===== src/rtl/sd_req_arbiter.sv =====
// sd_req_arbiter: shares the HPS virtual-disk sector channel between the SPI
// virtual SD card (requester 0) and the drive/cart image loader (requester 1).
//
// Handshake: a requester asks by holding exactly one of rd/wr high together
// with its lba. A grant raises sd_rd/sd_wr one cycle later. The HPS raises
// sd_ack for the whole buffer transfer; the strobe drops on the ack rise, and
// the ack fall ends the transfer with a one-cycle done pulse. A timeout or an
// image change ends it with a one-cycle err pulse instead. The requester must
// drop its level in the cycle after done/err; a level still high in IDLE is a
// new request. Grants alternate round-robin when both requesters are waiting.
module sd_req_arbiter #(
  parameter logic [23:0] ACK_TIMEOUT = 24'd16000000,
  parameter logic [19:0] ACT_HOLD    = 20'd1000000
) (
  input  logic        CLK,
  input  logic        RESET_N,
  input  logic [31:0] req0_lba,
  input  logic        req0_rd,
  input  logic        req0_wr,
  output logic        req0_done,
  output logic        req0_err,
  input  logic [31:0] req1_lba,
  input  logic        req1_rd,
  input  logic        req1_wr,
  output logic        req1_done,
  output logic        req1_err,
  output logic [31:0] sd_lba,
  output logic        sd_rd,
  output logic        sd_wr,
  input  logic        sd_ack,
  input  logic        img_mounted,
  output logic        owner,
  output logic        busy,
  output logic        act,
  output logic [1:0]  dbg_state
);

  typedef enum logic [1:0] {
    S_IDLE  = 2'd0,
    S_ISSUE = 2'd1,
    S_XFER  = 2'd2,
    S_GAP   = 2'd3
  } state_t;

  state_t      state_q;
  logic        owner_q;
  logic        last_owner_q;
  logic [31:0] lba_q;
  logic        rd_q;
  logic        wr_q;
  logic [1:0]  done_q;
  logic [1:0]  err_q;
  logic        busy_q;
  logic        act_q;
  logic [23:0] timer_q;
  logic [19:0] hold_q;

  logic        v0, v1, inv0, inv1;
  logic        grant_vld;
  logic        grant_idx;
  logic [23:0] timer_d;
  logic        timeout;
  logic [1:0]  owner_bit;

  // Request decode, round-robin pick and timer expiry.
  always_comb begin
    v0        = req0_rd ^ req0_wr;
    v1        = req1_rd ^ req1_wr;
    inv0      = req0_rd & req0_wr;
    inv1      = req1_rd & req1_wr;
    // A late ack from an abandoned transfer must fall before anyone is granted.
    grant_vld = (v0 | v1) & ~sd_ack;
    grant_idx = (v0 & v1) ? ~last_owner_q : v1;
    timer_d   = timer_q + 24'd1;
    timeout   = (timer_d == ACK_TIMEOUT);
    owner_bit = owner_q ? 2'b10 : 2'b01;
  end

  // Main sequencer with registered strobes, pulses, busy and activity LED.
  always_ff @(posedge CLK or negedge RESET_N) begin
    if (!RESET_N) begin
      state_q      <= S_IDLE;
      owner_q      <= 1'b0;
      last_owner_q <= 1'b1;
      lba_q        <= 32'd0;
      rd_q         <= 1'b0;
      wr_q         <= 1'b0;
      done_q       <= 2'b00;
      err_q        <= 2'b00;
      busy_q       <= 1'b0;
      act_q        <= 1'b0;
      timer_q      <= 24'd0;
      hold_q       <= 20'd0;
    end else begin
      done_q <= 2'b00;
      err_q  <= 2'b00;
      // Outside a transfer the hold counter drains; act follows its next value.
      hold_q <= (hold_q != 20'd0) ? hold_q - 20'd1 : 20'd0;
      act_q  <= (hold_q > 20'd1);
      case (state_q)
        S_IDLE: begin
          err_q <= {inv1, inv0};
          if (grant_vld) begin
            owner_q      <= grant_idx;
            last_owner_q <= grant_idx;
            lba_q        <= grant_idx ? req1_lba : req0_lba;
            rd_q         <= grant_idx ? req1_rd : req0_rd;
            wr_q         <= grant_idx ? req1_wr : req0_wr;
            timer_q      <= 24'd0;
            busy_q       <= 1'b1;
            act_q        <= 1'b1;
            state_q      <= S_ISSUE;
          end
        end
        S_ISSUE: begin
          timer_q <= timer_d;
          act_q   <= 1'b1;
          if (img_mounted || (!sd_ack && timeout)) begin
            rd_q    <= 1'b0;
            wr_q    <= 1'b0;
            err_q   <= owner_bit;
            busy_q  <= 1'b0;
            hold_q  <= ACT_HOLD;
            act_q   <= (ACT_HOLD != 20'd0);
            state_q <= S_GAP;
          end else if (sd_ack) begin
            rd_q    <= 1'b0;
            wr_q    <= 1'b0;
            state_q <= S_XFER;
          end
        end
        S_XFER: begin
          timer_q <= timer_d;
          act_q   <= 1'b1;
          // Abort beats a same-cycle ack fall; an ack fall beats expiry.
          if (img_mounted || (sd_ack && timeout)) begin
            err_q   <= owner_bit;
            busy_q  <= 1'b0;
            hold_q  <= ACT_HOLD;
            act_q   <= (ACT_HOLD != 20'd0);
            state_q <= S_GAP;
          end else if (!sd_ack) begin
            done_q  <= owner_bit;
            busy_q  <= 1'b0;
            hold_q  <= ACT_HOLD;
            act_q   <= (ACT_HOLD != 20'd0);
            state_q <= S_GAP;
          end
        end
        S_GAP: begin
          state_q <= S_IDLE;
        end
        default: begin
          state_q <= S_IDLE;
        end
      endcase
    end
  end

  assign req0_done = done_q[0];
  assign req1_done = done_q[1];
  assign req0_err  = err_q[0];
  assign req1_err  = err_q[1];
  assign sd_lba    = lba_q;
  assign sd_rd     = rd_q;
  assign sd_wr     = wr_q;
  assign owner     = owner_q;
  assign busy      = busy_q;
  assign act       = act_q;
  assign dbg_state = state_q;

endmodule


===== config.mk =====
export PLATFORM = sky130hd
export DESIGN_NAME = sd_req_arbiter
export DESIGN_NICKNAME = d
export VERILOG_FILES = /design/src/rtl/sd_req_arbiter.sv
export SDC_FILE = /design/constraint.sdc
export NUM_CORES = 1
export LEC_CHECK = 0
export ABC_CLOCK_PERIOD_IN_PS = 3700
export CORE_AREA = 2 2 103 105
export CTS_CLUSTER_SIZE = 8
export DETAILED_ROUTE_END_ITERATION = 10
export DIE_AREA = 0 0 105 107
export PLACE_DENSITY = 0.78
export REMOVE_ABC_BUFFERS = 1
export SYNTH_ARGS = -nofsm -noshare
export SYNTH_HDL_FRONTEND = slang
export SYNTH_SLANG_ARGS = --single-unit

===== constraint.sdc =====
create_clock -name CLK -period 3.7 [get_ports CLK]
set_input_delay 1.11 -clock CLK [delete_from_list [all_inputs] [get_ports CLK]]
set_output_delay 1.11 -clock CLK [all_outputs]
set_load 0.02 [all_outputs]

==> impl_metrics.toml <==
[layout]
fillers = 862
num-nets-final = 722
syn_to_final_growth_pct = 30.12
fin_cells = 780
drive_gt1_frac = 0.06988
antenna_cells = 0
multi_input_area_um2 = 2556
seq_area_um2 = 2203

[setup_path]
path_buf_inv = 0
critPathMaxStageDelay_ps = 500
cp_cell_sequence = "ha_1 > and2_1 > nand3_1 > or3_1 > a221o_1 > nor4_4 > o211a_2 > nor3_1"
reg2regPathDepth = 8
required_ps = 3930
r2r-end = "hold_q[12]$_DFF_PN0_"
reg2reg_slack_ps = 450
cp_slowest_cell = "dfrtp_1"
crit_family = "simple AND/OR/NAND/NOR gates"
cp-end-kind = "register"
r2r-start = "timer_q[0]$_DFFE_PN0P_"
startpoint_type = "register"
cp-startpoint = "timer_q[0]$_DFFE_PN0P_"
crit_arrival_ps = 3490
cp_max_fo = 13
crit_type = "reg2reg"

[floorplanning]
die_w_um = 105
io_pins = 115
fp-row-count = 37
initial_core_util = 0.4898
die_area_um2 = 11240
die_y_um = 107
core-area_um2 = 10090

[global_routing]
grt_max_degree = 89
antenna_found_initial = 0
grt_pass1_vias = 4294
grt_overflow = 0
grt_usage = 0.2226
grt_pass1_wl_mm = 20.27

[synthesis]
synthDominantCellAreaShare = 0.4404
synthArstFlopShare = 1.000
yosysUniqueCellTypes = 63
syn-mean-instance-area_um2 = 9.172
synthCells = 539
yosysMostFrequentCell = "dfrtp_1"
synthesis.area_um2 = 4943
ys_top_cells_by_area = "dfrtp_1 (44%), mux2i_1 (7.3%), o21ai_0 (7.3%)"
ys_seq_elements = 88
ys_seq_area_frac = 0.4457
synth_edf_count = 0
synth_ff_type = "dfrtp_1"
yosysWarnings = 0
synth_commonest_cells = "dfrtp_1 (87), nand2_1 (72), o21ai_0 (72)"
synth_top_area_cell = "dfrtp_1"

[placed_design]
dp_slack_ps = 308.7
port_buffers = 114
placedCellCount = 764
gp_congestion = 0.8205
hpwl_mm = 8.614

[cts]
cts_buffer_depth = 2
clk-insertion-delay-late_ps = 370
cts_tree = "yes"
clk_pin_slew_ps = 90
clockRootBuffer = "clkbuf_8"
ctsResizeCount = 0
htreeDepth = 3
cts_made_buffers = 9
cts.sinks = 88
cts_setup_buffers = 0
cts_hold_buffers = 0

[power]
clkPwrFrac = 0.157
powerDensity_nw_per_um2 = 739.5
power_w = 0.004757
seqPwrFrac = 0.324
swShare = 0.4218
leakagePower_nw = 2.746
intPower_w = 0.002750
vdd_ir_drop_max_mv = 0.3149
comb_power_share = 0.519
p_sw_w = 0.002006

[outcome]
outcome = "completed"

[timing]
max_slew_margin = 0.2603
tightest_slew_ps = 1110
hold_viol = 0
skew_ps = 8.519
drv_slew = 0
fin_tns_setup_ps = 0
fmax_ghz = 0.3073
setup_violations = 0
period_needed_ps = 3254
fin_crit_sh = 0.8794
setup_ws_ps = 446.2
rsz0062_at_grt = "false"

[detailed_routing]
antenna_left = 0
vias = 4351
drtIter0Drc = 222
first_pass_iters = 5
wl_mm = 11.88
vias_per_cell = 5.578
drc = 0
wire_per_inst_um = 15.23

[worst_hold_path]
min_delay_worst_endpoint = "sd_lba[16]$_DFFE_PN0P_"
min_path_type = "reg2reg"
hold_path_depth = 2
min-delay-start = "sd_lba[16]$_DFFE_PN0P_"

[run]
cap_violations = 0
-- metrics by stage --
step | utilization | hold slack, ps | instance area [um2]
2_1_floorplan | - | 445.3 | 4802
3_3_place_gp | 0.6153 | 462.6 | 6210
3_5_place_dp | 0.6153 | 468.5 | 6210
4_1_cts | 0.6374 | 488.2 | 6432
5_1_grt | 0.6374 | 510.5 | 6432
6_report | 0.6374 | 481.9 | 6432
-- kinds of logic after synthesis --
family          share of synthesized area
compound gates                     0.1471
simple gates                       0.2136
flops                              0.4457
fa+ha+maj                         0.02784
mux                               0.07973
xor+xnor                          0.04606
buf+inv                           0.03999
-- cells in the final DEF, fill, tap and decap left out, types with 3 or more instances in the layout --
cell type,count
clkdlybuf4s50_1,113
dfrtp_1,87
nand2_1,71
o21ai_0,71
mux2i_1,36
nor2_1,34
nor3_1,20
nand3_1,18
inv_1,15
xor2_1,13
xnor2_1,13
nand4_1,12
ha_1,11
clkbuf_8,10
a21oi_1,9
nor4_1,8
and3_1,8
buf_4,7
and2_1,6
o31ai_1,6
nor2b_1,4
a31oi_1,4
and4_1,3
nand3_2,3
a21o_1,3
o21ai_1,3
o22ai_1,3
mux2_2,3
-- power by group through the flow --
stage	logic, W	registers, W	clock network [W]
final	0.00247	0.00154	0.000749
after global routing	0.00271	0.00158	0.000802
after CTS	0.00247	0.00154	0.000764
after detailed placement	0.00245	0.00156	0
after global placement	0.00237	0.00154	0
after floorplan	0.00126	0.00176	0
-- state kept, by name (all words and copies together) (netlist names) --
name	flops
owner	1
err_q	2
sd_lba	32
sd_wr	1
dbg_state	2
timer_q	24
done_q	2
busy	1
last_owner_q	1
hold_q	20
sd_rd	1
act	1
-- worst register-to-register path, stage by stage (launching register included) --
cell,delay [ps]
dfrtp_1,500
ha_1,310
and2_1,200
nand3_1,210
or3_1,410
a221o_1,410
nor4_4,500
o211a_2,460
nor3_1,130
-- cell type report --
| class | instances | share of cell area |
|---|---|---|
| Clock buffer | 12 | 0.02256 |
| Multi-Input combinational cell | 403 | 0.3974 |
| Clock inverter | 4 | 0.01206 |
| Inverter | 15 | 0.008753 |
| Tap cell | 136 | 0.02645 |
| Sequential cell | 88 | 0.3425 |
| Timing Repair Buffer | 122 | 0.1902 |
-- how the worst max path moves through the flow --
| stage | depth (start not counted) | end | slack, ps |
|---|---|---|---|
| 6_report | 8 | hold_q[12]$_DFF_PN0_ | 450 |
| 5_1_grt | 8 | hold_q[10]$_DFF_PN0_ | 270 |
| 3_3_place_gp | 9 | timer_q[18]$_DFFE_PN0P_ | 400 |
| 4_1_cts | 8 | hold_q[12]$_DFF_PN0_ | 500 |
| 3_5_place_dp | 8 | timer_q[6]$_DFFE_PN0P_ | 310 |
| 2_1_floorplan | 4 | sd_lba[0]$_DFFE_PN0P_ | -1990 |
-- metal layers --
layer | vias to the layer above | part of all wire | track usage
met5 | - | 0 | 0
met4 | 0 | 0.022 | 0.09429
met3 | 20 | 0.058 | 0.04134
met2 | 136 | 0.49 | 0.3808
met1 | 2084 | 0.43 | 0.2770
li1 | 2111 | - | -
(Power assumes the default switching activity.)
